--- config.mk ---
export PLATFORM = sky130hd
export DESIGN_NAME = regfile_wb_arbiter
export DESIGN_NICKNAME = d
export VERILOG_FILES = /design/src/rtl/regfile_wb_arbiter.sv
export SDC_FILE = /design/constraint.sdc
export NUM_CORES = 1
export LEC_CHECK = 0
export ABC_CLOCK_PERIOD_IN_PS = 3900
export BUFFER_PORTS_ARGS = -buffer_cell sky130_fd_sc_hd__buf_2
export CAP_MARGIN = 20
export CORE_MARGIN = 8
export CORE_UTILIZATION = 50
export CTS_BUF_LIST = sky130_fd_sc_hd__clkbuf_2 sky130_fd_sc_hd__clkbuf_4 sky130_fd_sc_hd__clkbuf_8
export CTS_CLUSTER_SIZE = 20
export DETAILED_ROUTE_END_ITERATION = 6
export PLACE_DENSITY_LB_ADDON = 0.1
export REMOVE_ABC_BUFFERS = 1
export SYNTH_ARGS = -nofsm -noshare
export SYNTH_HDL_FRONTEND = slang
export SYNTH_SLANG_ARGS = --single-unit
--- constraint.sdc ---
create_clock -name clk -period 3.9 [get_ports clk]
set_input_delay 0.195 -clock clk [delete_from_list [all_inputs] [get_ports clk]]
set_output_delay 0.195 -clock clk [all_outputs]
set_load 0.1 [all_outputs]
--- src/rtl/regfile_wb_arbiter.sv ---
// regfile_wb_arbiter
//   Shares the single register-file write port between two writeback
//   requesters (port 0 = ALU result, port 1 = load data). Each requester
//   has its own DEPTH-entry FIFO. A round-robin arbiter drains one entry
//   per clock onto registered we/rd/dataIn. Those outputs are therefore
//   stable when the register file writes on the falling edge.
//
// Parameters
//   DEPTH  : entries per requester FIFO (power of two, >= 2)
//   DATA_W : write data width
//   ADDR_W : register address width
//
// Ports
//   clk, rst             : clock, asynchronous active-low reset
//   pN_valid/pN_ready    : per-port push handshake (ready = FIFO not full)
//   pN_rd/pN_data        : per-port destination register and data
//   we/rd/dataIn         : register-file write port (registered)
//   q_rs/q_rt            : hazard query addresses from decode
//   hit_rs/hit_rt        : a write to the queried register is pending
//   busy                 : a FIFO holds an entry, or we is high
//
// Build option
//   RF_WB_DROP_R0_EN : when defined, entries that target register 0 are
//                      popped and use their grant slot, but no write is
//                      issued (we stays low and rd/dataIn hold).

module regfile_wb_arbiter #(
  parameter int DEPTH  = 2,
  parameter int DATA_W = 32,
  parameter int ADDR_W = 5
) (
  input  logic              clk,
  input  logic              rst,
  input  logic              p0_valid,
  output logic              p0_ready,
  input  logic [ADDR_W-1:0] p0_rd,
  input  logic [DATA_W-1:0] p0_data,
  input  logic              p1_valid,
  output logic              p1_ready,
  input  logic [ADDR_W-1:0] p1_rd,
  input  logic [DATA_W-1:0] p1_data,
  output logic              we,
  output logic [ADDR_W-1:0] rd,
  output logic [DATA_W-1:0] dataIn,
  input  logic [ADDR_W-1:0] q_rs,
  input  logic [ADDR_W-1:0] q_rt,
  output logic              hit_rs,
  output logic              hit_rt,
  output logic              busy
);

  localparam int PTR_W = $clog2(DEPTH);
  localparam int CNT_W = $clog2(DEPTH + 1);

  typedef struct packed {
    logic [ADDR_W-1:0] rd;
    logic [DATA_W-1:0] data;
  } entry_t;

  // Index 0 is the ALU port and index 1 is the load port.
  entry_t            mem [2][DEPTH];
  logic [PTR_W-1:0]  wr_ptr [2];
  logic [PTR_W-1:0]  rd_ptr [2];
  logic [CNT_W-1:0]  cnt [2];
  logic              last_grant;

  logic              in_valid [2];
  entry_t            in_ent [2];
  logic [1:0]        full, nonempty, push, pop;
  logic              any_ne;
  logic              grant_port;
  entry_t            head;

  assign in_valid[0] = p0_valid;
  assign in_valid[1] = p1_valid;
  assign in_ent[0]   = '{rd: p0_rd, data: p0_data};
  assign in_ent[1]   = '{rd: p1_rd, data: p1_data};

  // Push and pop decisions. Both use only registered state. A full FIFO
  // therefore refuses a push even in a cycle where it also pops, and an
  // empty FIFO cannot issue the entry being pushed into it.
  always_comb begin
    // NOTE: every always_comb output gets a default first so no path leaves it unassigned (no latch).
    push       = '0;
    pop        = '0;
    grant_port = 1'b0;
    for (int i = 0; i < 2; i++) begin
      full[i]     = (cnt[i] == CNT_W'(DEPTH));
      nonempty[i] = (cnt[i] != '0);
      push[i]     = in_valid[i] && rst && !full[i];
    end
    any_ne = |nonempty;
    // Round robin applies only when both ports have work. Otherwise the
    // only non-empty port wins.
    if (nonempty[0] && nonempty[1]) grant_port = ~last_grant;
    else                            grant_port = nonempty[1];
    if (any_ne) pop[grant_port] = 1'b1;
    head = mem[grant_port][rd_ptr[grant_port]];
  end

  assign p0_ready = rst && !full[0];
  assign p1_ready = rst && !full[1];
  assign busy     = any_ne || we;

  // NOTE: FIFO storage has no reset. Pointers and counts define which entries are live, so stale data is never observed.
  always_ff @(posedge clk) begin
    for (int i = 0; i < 2; i++) begin
      if (push[i]) mem[i][wr_ptr[i]] <= in_ent[i];
    end
  end

  // NOTE: sequential state uses non-blocking assignments only, so every register samples pre-edge values.
  always_ff @(posedge clk or negedge rst) begin
    if (!rst) begin
      for (int i = 0; i < 2; i++) begin
        wr_ptr[i] <= '0;
        rd_ptr[i] <= '0;
        cnt[i]    <= '0;
      end
      last_grant <= 1'b1;
      we         <= 1'b0;
      rd         <= '0;
      dataIn     <= '0;
    end else begin
      for (int i = 0; i < 2; i++) begin
        if (push[i]) wr_ptr[i] <= wr_ptr[i] + PTR_W'(1);
        if (pop[i])  rd_ptr[i] <= rd_ptr[i] + PTR_W'(1);
        unique case ({push[i], pop[i]})
          2'b10:   cnt[i] <= cnt[i] + CNT_W'(1);
          2'b01:   cnt[i] <= cnt[i] - CNT_W'(1);
          default: cnt[i] <= cnt[i];
        endcase
      end

      if (any_ne) begin
        last_grant <= grant_port;
`ifdef RF_WB_DROP_R0_EN
        // Register 0 is hardwired to zero. The slot is consumed, but no
        // write is issued.
        if (head.rd != '0) begin
          we     <= 1'b1;
          rd     <= head.rd;
          dataIn <= head.data;
        end else begin
          we     <= 1'b0;
        end
`else
        we     <= 1'b1;
        rd     <= head.rd;
        dataIn <= head.data;
`endif
      end else begin
        we <= 1'b0;
      end
    end
  end

  // Hazard query. An entry is live when its distance from the read
  // pointer, taken modulo DEPTH, is below the count. The write being
  // presented this cycle (we=1) also counts as pending. Address 0 never
  // hits.
  always_comb begin
    logic [PTR_W-1:0] off;
    off    = '0;
    hit_rs = 1'b0;
    hit_rt = 1'b0;
    for (int i = 0; i < 2; i++) begin
      for (int j = 0; j < DEPTH; j++) begin
        off = PTR_W'(j) - rd_ptr[i];
        if (CNT_W'(off) < cnt[i]) begin
          if (mem[i][j].rd == q_rs) hit_rs = 1'b1;
          if (mem[i][j].rd == q_rt) hit_rt = 1'b1;
        end
      end
    end
    if (we && rd == q_rs) hit_rs = 1'b1;
    if (we && rd == q_rt) hit_rt = 1'b1;
    if (q_rs == '0) hit_rs = 1'b0;
    if (q_rt == '0) hit_rt = 1'b0;
  end

endmodule

# Yosys cells after proc, flatten, opt, wreduce, memory -nomap -nowiden
# Memory sizes are Yosys's and may differ from the RTL's.
# Cells that the tools add are included.
# totals
in_bits	88
ff_bits	47
n_memories	1
out_inout_bits	43
elab_cells	119
mem_bits_rw	148
# memory_table
memory	words	word_bits	read_ports	rd_ports_with_merged_regs	write_ports	line	text
mem	2	74	3	0	2	61	entry_t mem [2][DEPTH];
# op_classes
addsub	12
mux	41
n_bitwise	5
n_reduce_logical	22
magnitude_cmp	12
n_eq_ne	16
# ops
cell	count
2-to-1 mux 37 bit	5
2-to-1 mux 74 bit	2
demux 37 bit (select 1 bit)	2
== test 5 bit	10
2-to-1 mux 1 bit	28
logical AND 1 bit	12
logical NOT 5 bit	2
== test 2 bit, second input constant	4
>= comparator 2 bit, second input constant	4
< comparator 1 x 2 -> 1 bit	4
NOT 1 -> 2 bit	4
case mux 2 bit (2 select lines)	2
nonzero test 2 bit	4
adder 1 bit, second input constant	4
adder 2 x 1 -> 2 bit, second input constant	2
== test 2 x 1 -> 1 bit, second input constant	2
< comparator 2 x 1 -> 1 bit, second input constant	2
subtractor 1 bit, first input constant	4
subtractor 2 x 1 -> 2 bit, second input constant	2
logical NOT 1 bit	2
< comparator 1 x 2 -> 1 bit, second input constant	1
2-to-1 mux 2 bit	1
OR reduction 2 bit	1
demux 1 bit (select 1 bit)	1
other kinds (3)	3

# Depth between registers and ports, before layout
# logic_depth
depth_word	11
depth_mapped	10
ltp_nobuf	8

# Worst setup path after synthesis
# Ideal clock, no wire load.
# synth_timing
path_type	reg2reg
startpoint	reg cnt[0] in the netlist's numbering
endpoint	mem mem[1][37] in the netlist's numbering (enable)
period_less_slack_ns	5.353
stages_incl_launch_ff	6
required_ns	3.469
t_arrival_ns	4.922
n_path_buf	1
path_slack_ns	-1.453
path_cell_list	dfrtp_1 > buf_2 > inv_1 > a21boi_0 > nand2_1 > nor2_1
# synth_lines
element	line	text
start: declaration	64	logic [CNT_W-1:0] cnt [2];
start signal: indexed assignment	129	2'b10: cnt[i] <= cnt[i] + CNT_W'(1);
start signal: indexed assignment	130	2'b01: cnt[i] <= cnt[i] - CNT_W'(1);
start signal: indexed assignment	131	default: cnt[i] <= cnt[i];
end: declaration	61	

# Worst setup path in the final report
# layout_timing
startpoint	reg rd_ptr[0] in the netlist's numbering
endpoint	out hit_rs
# layout_between
elab_chain_len	7
word_cells_on_any_way	9
cone_classes	add/sub (2); order compare (2); mux (5)
# layout_rtl
element	line	text
start: declaration	63	logic [PTR_W-1:0] rd_ptr [2];
start signal: indexed assignment	127	if (pop[i]) rd_ptr[i] <= rd_ptr[i] + PTR_W'(1);
subtractor 1 bit	169	off = PTR_W'(j) - rd_ptr[i];
< comparator 1 x 2 -> 1 bit	170	if (CNT_W'(off) < cnt[i]) begin
2-to-1 mux 1 bit	170	
2-to-1 mux 1 bit	171	if (mem[i][j].rd == q_rs) hit_rs = 1'b1;
2-to-1 mux 1 bit (*)	170	
2-to-1 mux 1 bit (*)	176	if (we && rd == q_rs) hit_rs = 1'b1;
2-to-1 mux 1 bit (*)	178	if (q_rs == '0) hit_rs = 1'b0;
end: declaration	47	output logic hit_rs,
# Every way passes the cells marked *; elsewhere a longest branch is shown, timed or not.

==> metrics.md <==
| Metric | Value |
|---|---|
| Layout area overhead | 24.8% |
| Yosys reg bits | 195 |
| Min Tclk post-route | around 2.9 ns |
| Comb pwr share | 45.8% |
| Worst Hold Class | in -> async |
| Compound-cell area share of the yosys netlist | 5.73% |
| Num CTS Buffers | 17 |
| GPL Wtd Cong | between 0.9 and 1 |
| Switching pwr | 0.00377 W |
| FF-to-FF setup slack | approximately 1.4 ns |
| Unrepaired setup endpoints after global routing | false |
| Setup violations, final | 0 |
| Area occupied by multi-input gates | approximately 2300 um2 |
| Rows | 46 |
| CP Max Fanout | 23 |
| Share of layout cells above drive strength 1 | 28.4% |
| Commonest non-fill, non-tap cell in the layout | edfxtp_1 |
| Worst Skew | roughly 0.013 ns |
| Mux share of post-synthesis cell area | 9.68% |
| Total clock sinks | 195 |
| Fin crit share | 73.6% |
| Max Root-Sink Buffers | 2 |
| Dpl ws | 1.36 ns |
| Critical path arrival | 2.67 ns |
| Post-route ant nets | 0 |
| Placed Area | approximately 9000 um2 |
| Fillcell total | 1249 |
| Grt ovf | 0 |
| Nets | 856 |
| Hold-fix buffers, CTS | 75 |
| Commonest non-fill, non-tap cells in the layout | edfxtp_1, buf_2, dlygate4sd3_1, dfrtp_1, a21oi_1 |
| Ant diodes | 0 |
| Clk slew on worst S/H paths | around 0.09 ns |
| Worst rel slew slack | between 30% and 40% |
| Top Ports | 131 |
| Status | complete, no violations |
| Starting Density | 51.2% |
| First-pass DRT Iterations | 4 |
| DR iter-0 viols | 236 |
| Power density over the cells | 807 nW/um2 |
| Synth unique cells | 37 |
| Switching share of power | a little under half |
| Largest net degree at the start of global routing | 47 |
| Sequential share of power | 37.8% |
| Worst r2r src | cnt[2] |
| Yosys warnings | 0 |
| CP Launch Type | flop |
| XOR/XNOR share of the synthesized area | 6.47% |
| Max H-tree Level | 4 |
| Fin. Hold Viols | 0 |
| Critical Path RT | 3.70 ns |
| # Max-Cap Violations | 0 |
| Clock Latency Late Sink | 0.45 ns |
| CTS tree | yes |
| Clock network power share | 16.4% |
| Die W | approximately 140 um |
| Max Slew Vio Count | 0 |
| Gr usage total | 18.2% |
| Fin area | 10100 um2 |
| Residual DRC | 0 |
| Die H | 143 um |
| Port Buffers | 130 |
| Int Power | around 0.0044 W |
| Max Fclk | 348 MHz |
| Worst-Margin Slew | between 0.9 and 1 ns |
| Core footprint | ~16000 um2 |
| Initial antenna violation count | 0 |
| Clk Tree Root Cell | clkbuf_8 |
| Post-synthesis adder-cell area fraction | 0.308% |
| WS Path Type | reg -> out |
| DR vias/cell | between 5 and 6 |
| Post-synth top flop | edfxtp_1 |
| Die area | between 20000 and 25000 um2 |
| Vias post-DR | 5095 |
| Largest family of logic cells by synthesized area | multiplexers |
| Post-CTS Setup Inserts | 0 |
| WL final | ~18 mm |
| HPWL Detailed | 11.8 mm |
| Ys async rst share | 24.1% |
| First-pass GRT wire length | 28.6 mm |
| Register area | 5620 um2 |
| Post-synthesis sequential area ratio | 69.2% |
| Endpoint class of the critical path | primary output |
| Post-Syn Instances | 568 |
| CP startpoint | rd_ptr[0] |
| Simple-gate share of the synthesized area | a little under 6% |
| Worst IR drop on VDD | 501 uV |
| Setup ws final | 1.03 ns |
| Vias in the first global route | approximately 5600 |
| Leak | 3.87 nW |
| Wire per inst | ~18 um |
| Post-Synthesis Cell Area | between 8000 and 9000 um2 |
| Avg Synthesized Cell Area | between 10 and 15 um2 |
| Resized Gates After CTS | 0 |
| EDFF count, synth | 148 |
## power by group through the flow
| stage | clock, W | sequential [W] | combinational, W |
|---|---|---|---|
| global route | 0.00144 | 0.00316 | 0.00400 |
| global placement | 0 | 0.00312 | 0.00368 |
| detailed placement | 0 | 0.00314 | 0.00372 |
| finish | 0.00135 | 0.00310 | 0.00375 |
| floorplan | 0 | 0.00456 | 0.00145 |
| CTS | 0.00137 | 0.00310 | 0.00378 |
## logic make-up (layout without fill, tap and decap cells)
kind of cell             count (synthesis)  after routing
AO/OA/AOI/OAI                           88             88
XOR/XNOR                                60             60
adder cells (fa/ha/maj)                  2              2
buffers and inverters                   41            252
flip-flops                             195            195
multiplexers                            74             74
AND/OR/NAND/NOR                        108            108
## worst paths after layout
check                              to  cells after the start
max in group asynchronous   dataIn[4]                      3
hold / removal                 cnt[2]                      2
setup reg to reg           mem[0][43]                      5
hold reg to reg            dataIn[21]                      2
min in group clk            wr_ptr[0]                      3
setup / recovery               hit_rs                      6
## sequential cells by signal, summed over array words and instances (netlist names)
register and cells:
dataIn 32, mem 148, wr_ptr 2, rd 5, rd_ptr 2, we 1
cnt 4, last_grant 1
## through the flow
stage	cells	utilization [%]	hold slack [ns]	power [W]	TNS (ns)
after floorplan	532	-	-0.101	0.00601	-147.93
after global placement	886	56.2	0.0568	0.00680	0
after detailed placement	887	56.4	0.0627	0.00687	0
after CTS	994	63.7	0.0790	0.00826	0
after global routing	995	63.9	0.105	0.00860	0
final	995	63.9	0.116	0.00819	0
## synthesized netlist by cell type (3+ instances only)
cell type  number  area [um2]
edfxtp_1      148        4440
dfrtp_1        46        1150
nor2_1         42         158
a21oi_1        41         205
nand2_1        39         146
mux2_2         37         417
mux2i_1        37         370
o21ai_1        31         155
xnor2_1        31         272
xor2_1         29         254
buf_2          16        80.1
buf_4          11        82.6
o21ai_0         8        40.0
nand3_1         7        35.0
nor4_1          7        43.8
clkbuf_1        6        22.5
inv_1           4        15.0
and3_1          3        18.8
## worst max-delay path: stages (launching register included)
cell and delay [ns]:
dfrtp_2 0.81, a21oi_1 0.21, nor4_1 0.31, nand3_1 0.12, and3_1 0.18, a21oi_1 0.14
buf_2 0.45
## metal layers
metal | part of all wire, % | global-route usage (%) | vias to the layer above
li1 | - | - | 2442
met1 | 44 | 22.7 | 2501
met2 | 49 | 30.4 | 125
met3 | 5.1 | 4.35 | 27
met4 | 1.5 | 6.59 | 0
met5 | 0 | 0 | -
## area by class of cell
class,count,area share [%]
Sequential cell,195,55.4
Multi-Input combinational cell,332,22.8
Inverter,5,0.185
Tap cell,216,2.66
Clock inverter,9,1.33
Timing Repair Buffer,215,14.9
Clock buffer,23,2.75
Power figures use the tool's default switching activity.
